### src/rtl/rtc_bus_pkg.sv
// rtc_bus_pkg: shared constants, state encoding and strobe bundle
// for the RTC parallel-bus responder.
package rtc_bus_pkg;

    localparam int BUS_W = 8;
    localparam logic [BUS_W-1:0] CMD_ADDR_DEF = 8'hFF;

    localparam logic [2:0] ST_IDLE     = 3'd0;
    localparam logic [2:0] ST_ADDR_STB = 3'd1;
    localparam logic [2:0] ST_ADDR_OK  = 3'd2;
    localparam logic [2:0] ST_DATA_WR  = 3'd3;
    localparam logic [2:0] ST_DATA_RD  = 3'd4;

    typedef struct packed {
        logic ad;
        logic cs;
        logic rd;
        logic wr;
    } strobe_t;

    localparam strobe_t STB_IDLE = '{ad: 1'b0, cs: 1'b1, rd: 1'b1, wr: 1'b1};

    function automatic logic [7:0] sat_inc8(input logic [7:0] v);
        return (v == 8'hFF) ? v : v + 8'd1;
    endfunction

endpackage

### src/rtl/rtc_strobe_sync.sv
// rtc_strobe_sync: one register stage on the raw bus strobes and data,
// with CS edge pulses derived from the registered copy.
module rtc_strobe_sync
    import rtc_bus_pkg::*;
(
    input  logic             i_clk,
    input  logic             i_rst_n,
    input  logic             i_ad,
    input  logic             i_cs,
    input  logic             i_rd,
    input  logic             i_wr,
    input  logic [BUS_W-1:0] i_bus,
    output strobe_t          o_stb,
    output logic [BUS_W-1:0] o_bus,
    output logic             o_cs_fall,
    output logic             o_cs_rise
);
    strobe_t          r_stb;
    logic [BUS_W-1:0] r_bus;
    logic             r_cs_d;

    always_ff @(posedge i_clk) begin
        if (!i_rst_n) begin
            r_stb  <= STB_IDLE;
            r_bus  <= '0;
            r_cs_d <= 1'b1;
        end else begin
            r_stb  <= '{ad: i_ad, cs: i_cs, rd: i_rd, wr: i_wr};
            r_bus  <= i_bus;
            r_cs_d <= r_stb.cs;
        end
    end

    assign o_stb     = r_stb;
    assign o_bus     = r_bus;
    assign o_cs_fall = r_cs_d & ~r_stb.cs;
    assign o_cs_rise = ~r_cs_d & r_stb.cs;

endmodule

### src/rtl/rtc_bus_responder.sv
// rtc_bus_responder: responder end of the multiplexed RTC bus, with a small
// register file standing in for the RTC chip and sticky protocol checkers.
module rtc_bus_responder
    import rtc_bus_pkg::*;
#(
    parameter int               NUM_REGS   = 16,
    parameter logic [BUS_W-1:0] CMD_ADDR   = CMD_ADDR_DEF,
    parameter int               MIN_STROBE = 2
) (
    input  logic             clk,
    input  logic             reset,
    input  logic             AD,
    input  logic             CS,
    input  logic             RD,
    input  logic             WR,
    input  logic [BUS_W-1:0] bus_in,
    output logic [BUS_W-1:0] bus_out,
    output logic             bus_oe,
    output logic             cmd_strobe,
    output logic             wr_event,
    output logic [BUS_W-1:0] cur_addr,
    output logic             timing_err,
    output logic             proto_err
);
    localparam int AW = (NUM_REGS > 1) ? $clog2(NUM_REGS) : 1;
    localparam logic [BUS_W-1:0] NREG = BUS_W'(NUM_REGS);
    localparam logic [7:0] MINW = 8'(MIN_STROBE);

    strobe_t          w_stb;
    logic [BUS_W-1:0] w_bus;
    logic             w_cs_fall;
    logic             w_cs_rise;

    rtc_strobe_sync u_sync (
        .i_clk     (clk),
        .i_rst_n   (reset),
        .i_ad      (AD),
        .i_cs      (CS),
        .i_rd      (RD),
        .i_wr      (WR),
        .i_bus     (bus_in),
        .o_stb     (w_stb),
        .o_bus     (w_bus),
        .o_cs_fall (w_cs_fall),
        .o_cs_rise (w_cs_rise)
    );

    logic [2:0]       r_state;
    logic [BUS_W-1:0] r_addr;
    logic [BUS_W-1:0] r_regs [NUM_REGS];
    logic [7:0]       r_cnt;
    logic             r_wr_lo;
    logic             r_both;
    logic             r_oe;
    logic             r_cmd;
    logic             r_wev;
    logic             r_terr;
    logic             r_perr;

    logic             w_both_now;
    logic             w_in_range;
    logic             w_is_cmd;
    logic             w_go_rd;
    logic             w_commit;
    logic             w_commit_reg;
    logic             w_commit_cmd;
    logic             w_bad_strobe;
    logic [BUS_W-1:0] w_rd_data;

    assign w_both_now   = ~w_stb.cs & ~w_stb.rd & ~w_stb.wr;
    assign w_in_range   = r_addr < NREG;
    assign w_is_cmd     = r_addr == CMD_ADDR;
    assign w_go_rd      = (r_state == ST_ADDR_OK) & w_cs_fall & w_stb.ad
                        & w_stb.wr & ~w_stb.rd;
    assign w_commit     = (r_state == ST_DATA_WR) & w_cs_rise & ~r_both;
    assign w_commit_reg = w_commit & w_in_range;
    assign w_commit_cmd = w_commit & w_is_cmd;
    // both strobes low, a data phase from IDLE, or a read in the address phase
    assign w_bad_strobe = w_both_now
                        | ((r_state == ST_IDLE) & w_cs_fall & w_stb.ad)
                        | (~w_stb.cs & ~w_stb.ad & ~w_stb.rd);
    assign w_rd_data    = w_in_range ? r_regs[r_addr[AW-1:0]] : '0;

    always_ff @(posedge clk) begin
        if (!reset) begin
            r_state <= ST_IDLE;
            r_addr  <= '0;
            r_cnt   <= '0;
            r_wr_lo <= 1'b0;
            r_both  <= 1'b0;
            r_oe    <= 1'b0;
            r_cmd   <= 1'b0;
            r_wev   <= 1'b0;
            r_terr  <= 1'b0;
            r_perr  <= 1'b0;
        end else begin
            r_cmd <= w_commit_cmd;
            r_wev <= w_commit_reg | w_commit_cmd;
            r_oe  <= ~w_stb.cs & ~w_stb.rd & w_stb.wr
                   & ((r_state == ST_DATA_RD) | w_go_rd);
            if (!w_stb.cs) begin
                r_cnt   <= w_cs_fall ? 8'd1 : sat_inc8(r_cnt);
                r_wr_lo <= (~w_cs_fall & r_wr_lo) | ~w_stb.wr;
                r_both  <= (~w_cs_fall & r_both) | w_both_now;
            end
            if (w_cs_rise && r_cnt < MINW) r_terr <= 1'b1;
            if (w_bad_strobe) r_perr <= 1'b1;
            case (r_state)
                ST_IDLE: begin
                    if (w_cs_fall && !w_stb.ad) r_state <= ST_ADDR_STB;
                end
                ST_ADDR_STB: begin
                    if (w_cs_rise) begin
                        if (r_wr_lo && !r_both) begin
                            r_addr  <= w_bus;
                            r_state <= ST_ADDR_OK;
                        end else begin
                            r_state <= ST_IDLE;
                        end
                    end
                end
                ST_ADDR_OK: begin
                    if (w_cs_fall) begin
                        if (!w_stb.ad) r_state <= ST_ADDR_STB;
                        else if (!w_stb.wr) r_state <= ST_DATA_WR;
                        else if (!w_stb.rd) r_state <= ST_DATA_RD;
                    end
                end
                ST_DATA_WR, ST_DATA_RD: begin
                    if (w_cs_rise) r_state <= r_both ? ST_IDLE : ST_ADDR_OK;
                end
                default: r_state <= ST_IDLE;
            endcase
        end
    end

    always_ff @(posedge clk) begin
        if (!reset) begin
            for (int i = 0; i < NUM_REGS; i++) r_regs[i] <= '0;
        end else if (w_commit_reg) begin
            r_regs[r_addr[AW-1:0]] <= w_bus;
        end
    end

    // gating on the live registered strobes drops the drive as soon as CS rises
    assign bus_oe     = r_oe & ~w_stb.cs & w_stb.wr;
    assign bus_out    = bus_oe ? w_rd_data : '0;
    assign cmd_strobe = r_cmd;
    assign wr_event   = r_wev;
    assign cur_addr   = r_addr;
    assign timing_err = r_terr;
    assign proto_err  = r_perr;

endmodule

### config.mk
export PLATFORM = sky130hd
export DESIGN_NAME = rtc_bus_responder
export DESIGN_NICKNAME = d
export VERILOG_FILES = /design/src/rtl/rtc_bus_pkg.sv /design/src/rtl/rtc_strobe_sync.sv /design/src/rtl/rtc_bus_responder.sv
export SDC_FILE = /design/constraint.sdc
export NUM_CORES = 1
export LEC_CHECK = 0
export CAP_MARGIN = 20
export CORE_MARGIN = 1.5
export CORE_UTILIZATION = 54
export CTS_CLUSTER_DIAMETER = 150
export DETAILED_ROUTE_END_ITERATION = 16
export MAX_ROUTING_LAYER = met4
export PLACE_DENSITY_LB_ADDON = 0.25
export SYNTH_ARGS = -nofsm -noshare
export SYNTH_HDL_FRONTEND = slang
export SYNTH_SLANG_ARGS = --single-unit
### constraint.sdc
create_clock -name clk -period 5.7 [get_ports clk]
set_clock_uncertainty 0.15 [all_clocks]
set_input_delay 1.14 -clock clk [delete_from_list [all_inputs] [get_ports clk]]
set_output_delay 1.14 -clock clk [all_outputs]
set_load 0.05 [all_outputs]
After elaboration in Yosys (flattened, before gate mapping)
Memories as Yosys holds them, arrays and structs flattened. A register that Yosys moved wholly into a read port is not among the register bits.
Index checks and enable logic that the tools add are counted.
{ "totals": {"mem_bits_rw": 128, "latchBits": 0, "mem_bits_ro": 0, "word_cells": 101, "out_inout_bits": 21, "n_memories": 1, "regBits": 39} }
{ "mem_list": {"columns": ["memory", "words", "word_bits", "rd", "rd_ports_with_merged_regs", "write_ports", "line_no", "text"], "rows": [
  ["r_regs", 16, 8, 1, 1, 16, "rtc_bus_responder.sv:50", "logic [BUS_W-1:0] r_regs [NUM_REGS];"]
]} }
{ "op_classes": {"mul": 0, "n_div": 0, "n_shift": 0, "magnitude_cmp": 2, "n_reduce_logical": 11, "eq_ne": 12, "n_addsub": 1, "bitwise": 35, "n_mux": 23} }
{ "op_table": {"columns": ["op", "n"], "rows": [
  ["8-bit two-way mux", 5],
  ["1-bit bitwise AND", 22],
  ["3-bit two-way mux", 7],
  ["8-bit == test, second input constant", 2],
  ["4-bit two-way mux", 3],
  ["3-bit one-hot mux with 4 select lines", 1],
  ["8-bit by 1-bit adder with 8-bit output, second input constant", 1],
  ["8-bit by 2-bit less-than comparator with 1-bit output, second input constant", 1],
  ["8-bit by 5-bit less-than comparator with 1-bit output, second input constant", 1],
  ["2-bit inequality test, second input constant", 4],
  ["8-bit OR reduction", 1],
  ["1-bit inverter", 7],
  ["3-bit by 2-bit == test with 1-bit output, second input constant", 2],
  ["1-bit OR", 6],
  ["1-bit two-way mux", 5],
  ["5-bit AND reduction", 1],
  ["2-bit two-way mux", 2],
  ["4-bit inequality test, second input constant", 1],
  ["3-bit by 1-bit == test with 1-bit output, second input constant", 1],
  ["3-bit == test, second input constant", 1],
  ["1-bit logical AND", 3],
  ["3-bit logical NOT", 1],
  ["3-bit AND reduction", 1],
  ["1-bit logical NOT", 2],
  ["3 further kinds", 3]
]} }

Depth between registers and ports, before layout
Gate-level depths: netlist of the first run.
{ "depth": {"ltp_word": 10, "ltp_mapped": 6, "ltp_nobuf": 5} }

Cells and area by module
A second synthesis of the first run with hierarchy kept.
{ "hier_totals": {"cells_unflattened": 556, "area_unflattened_um2": 7638.6} }
{ "by_module_without_submodules": {"columns": ["module", "cells_each", "seq_area_each_um2", "area_each_um2", "n_inst"], "rows": [
  ["rtc_bus_responder", 527, 4444.3, 7277.0, 1],
  ["rtc_strobe_sync", 29, 260.2, 361.6, 1]
]} }

Worst setup path before layout of the first run
Ideal clock, no wire load.
{ "synth_timing": {"kind": "register -> output", "startpoint": "reg u_sync.r_stb, in the netlist u_sync.o_stb[0]", "endpoint": "out bus_out[0]", "required_time_ns": 4.410, "path_buffers": 0, "path_slack_ns": 2.012, "arrival_ns": 2.398, "stages_incl_launch_ff": 5, "path_cell_list": "dfxtp_1 nand2_1 nor2_1 nand3_1 o22ai_1"} }
{ "synth_via": {"elab_chain_len": 2} }
{ "synth_lines": {"columns": ["item", "line_no", "text"], "rows": [
  ["start: declaration", "rtc_strobe_sync.sv:18", "strobe_t r_stb;"],
  ["start signal: assignment", "rtc_strobe_sync.sv:28", "r_stb <= '{ad: i_ad, cs: i_cs, rd: i_rd, wr: i_wr};"],
  ["1-bit bitwise AND", "rtc_bus_responder.sv:146", "assign bus_oe = r_oe & ~w_stb.cs & w_stb.wr;"],
  ["via bus_oe", "rtc_bus_responder.sv:18", "output logic bus_oe,"],
  ["8-bit two-way mux", "rtc_bus_responder.sv:147", "assign bus_out = bus_oe ? w_rd_data : '0;"],
  ["end: declaration", "rtc_bus_responder.sv:17", "output logic [BUS_W-1:0] bus_out,"]
]} }
The timed path passes the listed nets, and every way through them passes these cells.

==> summary.md, run 1 <==
| Metric | Value |
|---|---|
| Status | `complete, no violations` |
| WHS Path Cells | `2` |
| # nets final | `616` |
| Yosys warnings | `0` |
| H-tree depth | `4` |
| Initial core utilization | `55.3%` |
| Initial antenna violation count | `0` |
| Port buffer count | `34` |
| GRT Total Usage | `25.4%` |
| Sequential area share after synthesis | `61.5%` |
| Sw Share | `20.6%` |
| Vias in the first global route | `4681` |
| Critical path type | `reg -> out` |
| WL per Instance | `21.3 µm` |
| Slew Limit Fails | `0` |
| FFs w/ async S/R, synth | `0%` |
| Post-CTS setup repair buffer count | `0` |
| Compound-Gate Fraction of Synth Area | `4.22%` |
| Initial DRT Pass Iterations | `5` |
| Vias per Instance | `5.92` |
| Worst Hold End | `proto_err` |
| Comb power frac | `3.0%` |
| CTS resizes | `0` |
| Ys flop type | `edfxtp_1` |
| Gr ovfl total | `0` |
| VDD IR-drop max | `0.000177 V` |
| Switch Pwr | `0.000541 W` |
| Hold_buf cts | `0` |
| Required time worst endpoint | `4.41 ns` |
| #FFs+latches synth | `171` |
| Hold crit path type | `reg -> reg` |
| Routed via count | `4698` |
| Reg2reg start | `u_sync.o_stb[2]` |
| Final Hold Viols | `0` |
| CORE AREA | `13800 µm²` |
| Period utilisation layout | `78.5%` |
| Adder-cell area share of the yosys netlist | `0.164%` |
| Largest family of logic cells by synthesized area | `simple AND/OR/NAND/NOR gates` |
| Fillers | `1016` |
| TNS Setup | `0 ns` |
| Clock Pin Slew Worst Setup and Hold Paths | `0.06 ns` |
| Setup Viol. Count Final | `0` |
| Drc violations | `0` |
| Die Span X | `122 µm` |
| Synth Area in XOR/XNOR | `0%` |
| Power Internal | `0.00209 W` |
| Yosys top cell by area | `edfxtp_1` |
| Headroom to the max-slew limit | `34.7%` |
| Clk sink count | `171` |
| # rows | `43` |
| Final worst path period need | `4.48 ns` |
| Synth Instances | `564` |
| CTS tree | `yes` |
| Sequential Power Share | `53.4%` |
| Avg Inst Size Synth | `13.6 µm²` |
| DRT antenna net count | `0` |
| DR iter-0 viols | `411` |
| Power Density | `299 nW/µm²` |
| Die ar. | `14900 µm²` |
| Die H | `122 µm` |
| Boundary Pins | `35` |
| Design Power | `0.00263 W` |
| Clock root cell | `clkbuf_16` |
| Hold path start | `proto_err` |
| Count of cell types in the netlist | `51` |
| Routability cong. | `0.873` |
| Leakage | `3.11 nW` |
| Internal reg-to-reg setup slack | `2.13 ns` |
| Post-synth EDFFs | `128` |
| Pin count of the biggest net entering global routing | `25` |
| Area Overhead vs Synth | `15.0%` |
| Mapped Area | `7650 µm²` |
| Clock Power Share | `43.6%` |
| Least-Margin Pin Slew | `0.970 ns` |
| CP max FO | `20` |
| Max-Cap Viols | `0` |
| DP HPWL | `11400 µm` |
| Top cells by count, synth | `138 x and2_1, 128 x edfxtp_1, 43 x dfxtp_1` |
| Fmax | `223 MHz` |
| First-pass GRT wire length | `26500 µm` |
| Clock Path Buffers | `2` |
| Worst r2r dst | `r_regs[5][2]` |
| Worst Reg-to-Reg Cells | `4` |
| Layout cells sized above 1 | `13.8%` |
| Arrival time of the worst setup path | `3.19 ns` |
| Multiplexer share of the synthesized area | `12.6%` |
| Area contributors post-synth | `edfxtp_1 50%, and2_1 11%, dfxtp_1 11%` |
| Worst-Skew Late Latency | `0.43 ns` |
| Simple-gate share of the synthesized area | `19.7%` |
| Startpoint types | `flop` |
| Synth top area share | `50.3%` |
| Diodes inserted | `0` |
| Setup crit end kind | `output port` |
| Cell with the most instances after synthesis | `and2_1` |
| Syn_nets | `579` |
| RSZ-0062 raised after global routing | `no` |
| Final WL | `16900 µm` |
| Num CTS Buffers | `17` |
-- flip-flops by register name, indices dropped and copies added (netlist names), named ones only --
register,flops
r_state,3
r_cnt,8
r_both,1
u_sync.r_cs_d,1
cur_addr,8
r_regs,128
r_oe,1
u_sync.o_bus,8
r_wr_lo,1
u_sync.o_stb,4
wr_event,1
proto_err,1
timing_err,1
cmd_strobe,1
-- metal layers --
| layer | track usage [%] | vias up | wire length, µm |
|---|---|---|---|
| met5 | - | - | 0 |
| met4 | 8.31 | 0 | 315 |
| met3 | 6.09 | 27 | 1020 |
| met2 | 40.2 | 164 | 8330 |
| met1 | 32.4 | 2347 | 7270 |
| li1 | - | 2160 | - |
-- placed cells by master, fill, tap and decap left out, drive strengths merged, types with 8 or more instances in the layout --
master	n
nor2	36
nand3	10
o21ai	15
nand2	10
dfxtp	43
buf	12
mux4	32
and2	138
edfxtp	128
nand2b	9
clkbuf	28
clkdlybuf4s50	34
mux2i	24
nor3	10
o22ai	8
a21oi	8
-- area by class of cell --
class / instances / area [µm²] / area share, %
sequential: 171 / 4710 / 53.5
tap: 180 / 225 / 2.56
multi-input combinational: 359 / 2800 / 31.8
timing repair buffer: 49 / 448 / 5.09
inverter: 3 / 11.3 / 0.128
clock buffer: 25 / 561 / 6.37
clock inverter: 7 / 43.8 / 0.498
-- worst max-delay path, cell delays in order (launching register included) --
cell and delay [ns]:
dfxtp_2 0.62, buf_4 0.45, mux4_2 0.56, mux2i_1 0.24
o22ai_1 0.13, clkdlybuf4s50_1 0.74
-- cells by family after synthesis --
logic type | Yosys count
AND/OR/NAND/NOR | 251
flip-flops | 171
multiplexers | 56
AO/OA/AOI/OAI | 51
buffers and inverters | 34
adder cells (fa/ha/maj) | 1
-- power groups by stage --
stage,Sequential (W),Combinational [W],Clock (W)
after floorplan,0.00141,0.0000540,0
after global placement,0.00143,0.0000749,0
after detailed placement,0.00143,0.0000774,0
after CTS,0.00141,0.0000779,0.00116
after global routing,0.00141,0.0000854,0.00121
final,0.00141,0.0000790,0.00115
-- metrics by stage --
step	setup slack, ns	cells	util, %	cell area [µm²]	hold slack, ns
final	1.22	794	63.6	8800	0.332
after global routing	1.01	794	63.6	8800	0.362
after CTS	1.13	789	63.4	8760	0.341
after detailed placement	1.60	757	59.0	8160	0.316
after global placement	1.57	756	59.0	8150	0.319
after floorplan	2.01	564	-	7650	0.332
-- worst max-delay path by stage --
stage | slack, ns | depth (start not counted) | end
after detailed placement | 1.60 | 5 | bus_out[6]
after floorplan | 2.01 | 4 | bus_out[0]
after CTS | 1.13 | 5 | bus_out[6]
final | 1.22 | 5 | bus_out[6]
after global placement | 1.57 | 4 | r_regs[8][2]
after global routing | 1.01 | 5 | bus_out[6]
(Power assumes the default switching activity.)
==> run 2: changes to the inputs <==
clock period = 3.7 ns   (was 5.7 ns; I/O delays follow)
==> run 2 against run 1 <==
  * Cell area is 0.43% higher
  * Power is 54% higher
  * Die area stayed put
  * Flip-flop and latch count stayed put
  * Non-clock buffer count is 7 higher
  * Sequential share of layout area is 0.23 points lower
  * Routed wire length is 1.6% lower
  * Final cell count is 0.88% higher
  * Register-to-register slack worse by 1.1 ns
  * Setup slack worse by 0.79 ns
  * Via count is 0.15% lower
  * Largest cell class unchanged
==> summary.md, run 2 (synthesized netlist as in run 1, its figures left out) <==
| Metric | Value |
|---|---|
| Status | `complete, no violations` |
| H-tree depth | `4 (unchanged)` |
| Worst Reg-to-Reg Cells | `4 (unchanged)` |
| Commonest non-fill, non-tap cell in the layout | `and2_1` |
| Worst-Skew Late Latency | `0.43 ns (about the same)` |
| Most frequent cells in the layout | `138 x and2_1, 128 x edfxtp_1, 42 x dfxtp_1` |
| Clock Path Buffers | `2 (unchanged)` |
| Clk sink count | `171 (unchanged)` |
| DRT antenna net count | `0 (unchanged)` |
| GRT Total Usage | `24.9% (-0.49 points)` |
| TNS Setup | `0 ns (unchanged)` |
| Layout cells sized above 1 | `16.3% (+2.4 points)` |
| Reg2reg start | `r_state[0]` |
| Port buffer count | `34 (unchanged)` |
| Die ar. | `14900 µm² (unchanged)` |
| Final instance area | `8830 µm² (+0.43%)` |
| Gr ovfl total | `0 (unchanged)` |
| Max-Cap Viols | `0 (unchanged)` |
| Final Hold Viols | `0 (unchanged)` |
| Hold crit path type | `reg -> reg` |
| VDD IR-drop max | `0.000259 V (+46%)` |
| CORE AREA | `13800 µm² (unchanged)` |
| Max FFs per register | `128 (unchanged)` |
| Leakage | `3.16 nW (+1.7%)` |
| Period utilisation layout | `88.4%` |
| Die H | `122 µm (unchanged)` |
| Arrival time of the worst setup path | `2.38 ns (-0.81 ns)` |
| DR iter-0 viols | `495 (+20%)` |
| Boundary Pins | `35 (unchanged)` |
| Num CTS Buffers | `17 (unchanged)` |
| Slew Limit Fails | `0 (unchanged)` |
| Reg with most FFs | `r_regs` |
| # rows | `43 (unchanged)` |
| RSZ-0062 raised after global routing | `no` |
| Setup Viol. Count Final | `0 (unchanged)` |
| Final WL | `16700 µm (-1.6%)` |
| CTS tree | `yes` |
| Worst Hold End | `proto_err` |
| Setup crit end kind | `output port` |
| Vias in the first global route | `4685 (+0.085%)` |
| Placed cell area | `8240 µm² (+1.0%)` |
| CTS resizes | `0 (unchanged)` |
| Initial antenna violation count | `0 (unchanged)` |
| Initial DRT Pass Iterations | `5 (unchanged)` |
| Pin count of the biggest net entering global routing | `33 (+32%)` |
| First-pass GRT wire length | `26000 µm (-1.7%)` |
| Hold path start | `proto_err` |
| Worst r2r dst | `r_regs[7][1]` |
| WHS Path Cells | `2 (unchanged)` |
| Design Power | `0.00404 W (+54%)` |
| WL per Instance | `20.8 µm (-2.4%)` |
| Clock root cell | `clkbuf_16` |
| Routability cong. | `0.840 (-3.8%)` |
| Post-CTS setup repair buffer count | `0 (unchanged)` |
| Initial core utilization | `55.3% (unchanged)` |
| Final worst path period need | `3.27 ns` |
| Clock Pin Slew Worst Setup and Hold Paths | `0.06 ns (about the same)` |
| Drc violations | `0 (unchanged)` |
| Hold_buf cts | `0 (unchanged)` |
| Headroom to the max-slew limit | `49.5% (+15 points)` |
| Internal reg-to-reg setup slack | `1.07 ns (-1.06 ns)` |
| Fmax | `306 MHz` |
| Least-Margin Pin Slew | `0.756 ns (-0.214 ns)` |
| Area Overhead vs Synth | `15.5%` |
| Die Span X | `122 µm (unchanged)` |
| Routed via count | `4691 (-0.15%)` |
| DP HPWL | `11200 µm (-1.6%)` |
| CP max FO | `13 (-35%)` |
| Startpoint types | `flop` |
| Diodes inserted | `0 (unchanged)` |
| Vias per Instance | `5.86 (-1.0%)` |
| Required time worst endpoint | `2.81 ns (-1.60 ns)` |
| # nets final | `623 (+1.1%)` |
| Critical path type | `reg -> out` |
| Power Density | `458 nW/µm² (+53%)` |
==> run 2: final cells by class <==
class | instances | area [µm²]
Fill cell | 1029 | 4990
Sequential cell | 171 | 4710
Multi-Input combinational cell | 359 | 2800
Clock buffer | 28 | 568
Timing Repair Buffer | 56 | 498
Tap cell | 180 | 225
Clock inverter | 4 | 23.8
Inverter | 3 | 11.3
==> run 2: power breakdown <==
group          internal (W)  total (W)  switching (W)
clock network       0.00105    0.00175       0.000705
registers           0.00211    0.00216      0.0000481
logic             0.0000585   0.000129      0.0000710
total               0.00322    0.00404       0.000824
==> run 2: worst max-delay path by stage <==
stage	startpoint	end	slack, ns	depth (start not counted)
2_1_floorplan	u_sync.o_stb[0]	bus_out[0]	0.41	4
3_3_place_gp	reset	r_regs[11][1]	0.70	6
3_5_place_dp	reset	r_regs[11][1]	0.70	6
4_1_cts	flop	bus_out[1]	0.41	5
5_1_grt	flop	bus_out[1]	0.30	5
6_report	flop	bus_out[1]	0.43	5
==> run 2: metrics by stage <==
stage | worst slack (ns) | cells | util [%] | hold slack, ns
after floorplan | 0.412 | 564 | - | 0.332
after global placement | 0.704 | 769 | 59.6 | 0.322
after detailed placement | 0.700 | 769 | 59.6 | 0.328
after CTS | 0.407 | 801 | 63.9 | 0.357
after global routing | 0.295 | 801 | 63.9 | 0.393
final | 0.431 | 801 | 63.9 | 0.346
==> run 2: critical path, cell delays in order, from the launching register on <==
cell	delay (ns)
dfxtp_1	0.73
buf_4	0.37
mux4_2	0.33
mux2i_1	0.18
o22ai_1	0.12
buf_4	0.22
==> run 2: per-layer routing <==
metal	up-vias	global-route usage [%]	share of wire, %
met5	-	-	0
met4	0	7.28	1.1
met3	14	6.23	4.8
met2	126	39.9	50
met1	2366	31.6	44
li1	2185	-	-
